[src/rtl/skidbuffer.sv]
// Two-entry registered AXI-Stream skid buffer.
// OUT drives the downstream data; SKID catches the one beat that arrives
// while OUT is stalled. input_tready depends only on registered state.
// Optional build macro: SKIDBUFFER_DATA_CLEAR_EN -- when defined, the data
// registers reset to zero and OUT is zeroed whenever the buffer drains, so
// output_tdata reads 0 while output_tvalid is low.
module skidbuffer #(
  parameter int DW = 16
) (
  input  logic          clock,
  input  logic          reset_n,
  input  logic          input_tvalid,
  output logic          input_tready,
  input  logic [DW-1:0] input_tdata,
  output logic          output_tvalid,
  input  logic          output_tready,
  output logic [DW-1:0] output_tdata
);

  typedef enum logic [1:0] {
    ST_EMPTY = 2'd0,
    ST_BUSY  = 2'd1,
    ST_FULL  = 2'd2
  } state_t;

  state_t        r_state;
  logic [DW-1:0] r_out_data;
  logic [DW-1:0] r_skid_data;

  logic w_in_xfer;
  logic w_out_xfer;
  logic w_load_out_in;
  logic w_load_out_skid;
  logic w_load_skid;

  // Handshake outputs decoded from registered state; reset_n gates ready
  // so nothing is accepted while reset is held.
  assign input_tready  = reset_n & (r_state != ST_FULL);
  assign output_tvalid = (r_state != ST_EMPTY);
  assign output_tdata  = r_out_data;

  assign w_in_xfer  = input_tvalid & input_tready;
  assign w_out_xfer = output_tvalid & output_tready;

  // OUT takes the new beat when it is empty or is being emptied this cycle.
  assign w_load_out_in   = w_in_xfer & ((r_state == ST_EMPTY) |
                                        ((r_state == ST_BUSY) & w_out_xfer));
  // SKID catches the beat when OUT is occupied and stalled.
  assign w_load_skid     = w_in_xfer & (r_state == ST_BUSY) & ~w_out_xfer;
  // Draining from FULL promotes the skid beat into OUT.
  assign w_load_out_skid = (r_state == ST_FULL) & w_out_xfer;

  // Occupancy state machine; reset drops straight to EMPTY without a clock.
  always_ff @(posedge clock or negedge reset_n) begin
    if (!reset_n) begin
      r_state <= ST_EMPTY;
    end else begin
      case (r_state)
        ST_EMPTY: if (w_in_xfer) r_state <= ST_BUSY;
        ST_BUSY: begin
          if (w_in_xfer && !w_out_xfer)      r_state <= ST_FULL;
          else if (!w_in_xfer && w_out_xfer) r_state <= ST_EMPTY;
        end
        ST_FULL:  if (w_out_xfer) r_state <= ST_BUSY;
        default:  r_state <= ST_EMPTY;
      endcase
    end
  end

`ifdef SKIDBUFFER_DATA_CLEAR_EN
  logic w_clear_out;

  // The last beat leaving with nothing behind it empties the buffer.
  assign w_clear_out = (r_state == ST_BUSY) & w_out_xfer & ~w_in_xfer;

  // Data path with reset and zero-on-drain.
  always_ff @(posedge clock or negedge reset_n) begin
    if (!reset_n) begin
      r_out_data  <= '0;
      r_skid_data <= '0;
    end else begin
      if (w_load_out_in)        r_out_data <= input_tdata;
      else if (w_load_out_skid) r_out_data <= r_skid_data;
      else if (w_clear_out)     r_out_data <= '0;
      if (w_load_skid)          r_skid_data <= input_tdata;
    end
  end
`else
  // Data path without reset; contents are meaningless while output_tvalid is low.
  always_ff @(posedge clock) begin
    if (w_load_out_in)        r_out_data <= input_tdata;
    else if (w_load_out_skid) r_out_data <= r_skid_data;
    if (w_load_skid)          r_skid_data <= input_tdata;
  end
`endif

endmodule

[config.mk]
export PLATFORM = sky130hd
export DESIGN_NAME = skidbuffer
export DESIGN_NICKNAME = d
export VERILOG_FILES = /design/src/rtl/skidbuffer.sv
export SDC_FILE = /design/constraint.sdc
export NUM_CORES = 1
export LEC_CHECK = 0
export ABC_AREA = 1
export CAP_MARGIN = 10
export CORE_UTILIZATION = 44
export CTS_BUF_LIST = sky130_fd_sc_hd__clkbuf_2
export DETAILED_ROUTE_END_ITERATION = 10
export GPL_TIMING_DRIVEN = 0
export HOLD_SLACK_MARGIN = 0.05
export PLACE_DENSITY = 0.81
export RECOVER_POWER = 25
export SYNTH_ARGS = -nofsm -noshare
export SYNTH_HDL_FRONTEND = slang
export SYNTH_SLANG_ARGS = --single-unit
[constraint.sdc]
create_clock -name clock -period 1.7 [get_ports clock]
set_input_delay 0.17 -clock clock [delete_from_list [all_inputs] [get_ports clock]]
set_output_delay 0.17 -clock clock [all_outputs]
set_load 0.05 [all_outputs]
; ---- Word-level counts from Yosys, hierarchy flattened
; Cells that the tools add are included.
[word_totals]
reg_bits = 34
inputBits = 20
output_inout_bits = 18
elab_cells = 34
[op_classes]
eq_ne = 6
mux = 7
n_bitwise = 10
n_reduce_logical = 8
[op_table]
columns = op, n
row1 = $mux 16, 2
row2 = $and 1x1->1, 8
row3 = $mux 2, 4
row4 = $ne 2x2->1 const B, 3
row5 = $pmux 2 s3, 1
row6 = $reduce_bool 2->1, 2
row7 = $ne 3x1->1 const B, 1
row8 = $reduce_and 3->1, 1
row9 = $eq 2x1->1 const B, 1
row10 = $eq 2x2->1 const B, 1
row11 = $logic_and 1x1->1, 2
row12 = $logic_not 1->1, 2
row13 = $logic_not 2->1, 1
row14 = $not 1->1, 1
row15 = $or 1x1->1, 1

; ---- Depth between registers and ports, before layout
; Gate-level depths: netlist (run 1).
[logic_depth]
word_depth = 8
ltp_mapped = 6
mapped_depth_nobuf = 5

; ---- Worst setup path after synthesis (run 1)
; Ideal clock, no wire load.
[synth_timing]
path_kind = register to output
start = reg r_state[1]
end = out input_tready
arrival_ps = 1557
required_time_ps = 1530
path_slack_ps = -27
path_stages_with_launch = 2
path_buffers = 0
path_cell_list = dfrtp_1 a21boi_0
[synth_via]
elab_chain_len = 2
[synth_lines]
columns = item, line_no
row1 = start: declaration, 26  ; state_t r_state;
row2 = start signal: assignment, 56  ; r_state <= ST_EMPTY;
row3 = start signal: assignment, 59  ; ST_EMPTY: if (w_in_xfer) r_state <= ST_BUSY;
row4 = start signal: assignment, 61  ; if (w_in_xfer && !w_out_xfer) r_state <= ST_FULL;
row5 = $ne 2x2->1, 38  ; assign input_tready = reset_n & (r_state != ST_FULL);
row6 = $and 1x1->1, 38
row7 = end: declaration, 13  ; output logic input_tready,
; Every way passes these cells.

; ---- Worst setup path in the final report (run 1)
[layout_timing]
start = in reset_n
end = out input_tready
[layout_via]
elab_chain_len = 1
[layout_lines]
columns = item, line_no
row1 = start: declaration, 11  ; input logic reset_n,
row2 = $and 1x1->1, 38
; Every way passes these cells.

==> impl_metrics.csv, run 1 <==
group,metric,value,unit
power,p_sw_share,29.4,%
logic_synthesis,synthesis.nets,126,
cells_and_area,drive_gt1_share,11.2,%
clock_tree,clock-root-buffer,"clkbuf_2",
job,cap_violations,0,
power,vdd.ir_drop.worst,435,µV
logic_synthesis,synthAdderAreaFrac,0,%
setup_path,required,1.53,ns
detailed_routing,drt-wirelength-per-cell,12.7,µm
power,combPwrFrac,17.2,%
setup_path,arrival,1.42,ns
sta,worst_hold_slack,0.419,ns
detailed_routing,drcViolationCount,4,
logic_synthesis,synth_xor_area_share,0,%
logic_synthesis,muxShareOfSynthArea,0,%
setup_path,crit_type,"primary input to output pin",
detailed_routing,drtIter0Drc,30,
global_routing,grt_max_degree,17,
die,core,2810,µm²
placed_design,portBuffers,37,
sta,period_minus_slack,1.59,ns
logic_synthesis,syn-cell-area,1330,µm²
sta,timing.slew.headroom,67.0,%
power,clock_power_share,22.6,%
logic_synthesis,synth-simple-area-share,20.2,%
setup_path,cpPeakStageDelay,0.66,ns
detailed_routing,dr.pass1.iters,7,
global_routing,grt_pass1_wl,3.70,mm
cells_and_area,fillers,228,
detailed_routing,drt-total-wl,2.32,mm
die,start_util,47.2,%
clock_tree,cts_tree,"yes",
sta,rsz0062_at_grt,"false",
clock_tree,clk_transition_reported_paths,0.18,ns
cells_and_area,multiInputGateArea,273,µm²
cells_and_area,syn_to_final_growth,33.5,%
power,p_int,1140,µW
setup_path,start_kind,"primary input",
logic_synthesis,synth_cells,106,
setup_path,cp_top_family,"buffers and inverters",
sta,clock_skew,0.0214,ns
setup_path,crit_chain,"dlygate4sd3_1 > a21boi_1 > clkdlybuf4s15_2",
status,outcome,"finished, violations left",
cells_and_area,nets,171,
setup_path,crit_fanout,5,
placed_design,place_congestion,0.704,
setup_path,critPathCaptureType,"output pin",
placed_design,dpl_worst_slack,-0.497,ns
clock_tree,ctsHtreeMaxLevel,2,
clock_tree,cts_buffers,5,
logic_synthesis,synth_cell_types,12,
die,rows,19,
cells_and_area,fin_area,1770,µm²
detailed_routing,ant_nets,0,
min_path,hold_class,"primary input to register",
logic_synthesis,seq_area_frac_synth,76.3,%
setup_path,critPathBufInv,2,
placed_design,hpwlAfterDp,1.59,mm
logic_synthesis,synth_seq_cells,34,
sta,worstMarginPinSlew,0.493,ns
clock_tree,clk_latency,0.39,ns
status,violations,"DRC",
cells_and_area,diodes,0,
global_routing,antenna_found_initial,0,
setup_path,critPathSlowestCell,"dlygate4sd3_1",
power,power_leakage,0.000740,µW
global_routing,grt_pass1_vias,858,
global_routing,grt_usage,16.4,%
sta,max_freq,628,MHz
power,seq_power_share,60.2,%
logic_synthesis,synth_compound_area_share,0.567,%
sta,hold_viol_final,0,
placed_design,post_dp_cell_area,1730,µm²
die,ios,38,
logic_synthesis,ys_warn_count,0,
die,die_h,56.9,µm
power,p_total,1620,µW
sta,tns,0,ns
logic_synthesis,synth_area_per_cell,12.5,µm²
power,netSwitchingPower,475,µW
power,power.density,914,nW/µm²
clock_tree,clkSinkCount,34,
detailed_routing,via_per_inst,4.75,
clock_tree,clock_path_buffers,2,
sta,min_period_over_period,93.7,%
sta,drv_slew,0,
logic_synthesis,synth_top_family_by_area,"simple AND/OR/NAND/NOR gates",
sta,setup_ws,0.108,ns
global_routing,gr-total-overflow,0,
die,dieWidth,56.9,µm
cells_and_area,regArea,1010,µm²
sta,setup_viol,0,
detailed_routing,vias,870,
die,die-area,3230,µm²
[kinds of logic (layout without fill, tap and decap cells)]
family | Yosys count | after routing
compound gates | 1 | 1
buf+inv | 8 | 54
flops | 34 | 34
simple gates | 63 | 63
[power groups by stage]
stage | Combinational [µW] | Sequential [µW] | Clock, µW
3_3_place_gp | 297 | 992 | 0
3_5_place_dp | 304 | 994 | 0
2_1_floorplan | 96.6 | 1080 | 0
4_1_cts | 292 | 974 | 377
6_report | 279 | 973 | 366
5_1_grt | 298 | 977 | 403
[cells in the final DEF (no fill, tap or decap)]
master and count:
clkbuf_2 5, clkinv_1 1, a21boi_1 1, clkinv_2 1
dfrtp_1 2, nand3_1 5, clkdlybuf4s15_2 2, nand2_1 52
inv_2 1, edfxtp_1 32, clkinvlp_4 2, nor2_2 1
buf_2 1, dlygate4sd3_1 18, inv_1 4, buf_6 1
nand3_2 2, clkdlybuf4s50_1 2, nand2_4 1, dlygate4sd2_1 16
nor2_1 2
[through the flow]
| stage | util (%) | std cells |
|---|---|---|
| 3_3_place_gp | 61.8 | 174 |
| 3_5_place_dp | 61.8 | 174 |
| 2_1_floorplan | - | 106 |
| 5_1_grt | 63.1 | 183 |
| 4_1_cts | 63.3 | 183 |
| 6_report | 63.1 | 183 |
[final cells by class]
class | instances | share of cell area, %
Buffer | 2 | 0.919
Multi-Input combinational cell | 64 | 15.4
Sequential cell | 34 | 57.1
Clock buffer | 5 | 1.41
Clock inverter | 3 | 0.919
Inverter | 6 | 1.49
Timing Repair Buffer | 38 | 20.5
Tap cell | 31 | 2.19
[cell usage after synthesis]
cell      instances  area (µm²)
buf_2             1        5.00
nor2_4            1        11.3
nor2_2            2        12.5
inv_1             4        15.0
inv_2             2        7.51
buf_6             1        11.3
nand2_1          53         199
edfxtp_1         32         961
a21boi_0          1        7.51
dfrtp_1           2        50.1
nand3_2           2        20.0
nand3_1           5        25.0
[per-layer routing]
metal	track usage [%]	vias to the layer above	wire length (µm)
met4	13.9	0	63
met2	26.9	21	1220
met1	17.5	397	936
met5	0	-	0
li1	-	447	-
met3	4.15	5	99
[what timing repair did]
action,4_1_cts,5_1_grt
hold endpoints to repair,2,0
resized for setup,24,1
pin swaps,0,0
hold buffers,1,0
endpoints found under the setup margin,34,16
setup buffers,0,0
[flip-flops by register name, summed over array words and instances (netlist names)]
name / flops
output_tdata: 16
r_skid_data: 16
r_state: 2
[worst paths after layout]
| kind | from | to | slack [ns] | depth (start not counted) |
|---|---|---|---|---|
| max | reset_n | input_tready | 0.11 | 3 |
| min | input_tdata[2] | r_skid_data[2] | 0.42 | 1 |
| max reg2reg | r_state[1] | output_tdata[0] | 0.16 | 4 |
| min reg2reg | r_skid_data[12] | output_tdata[12] | 0.54 | 2 |
| max in group asynchronous | reset_n | r_state[0] | 0.84 | 2 |
| min in group asynchronous | reset_n | r_state[1] | 0.72 | 2 |
No activity file was read; power rests on OpenSTA's default activity.
==> inputs of run 2 (changes only) <==
- CAP_MARGIN: 10 -> 25
==> results of run 2 <==
Same layout as run 1: the final DEF is identical, and so are final timing and power.
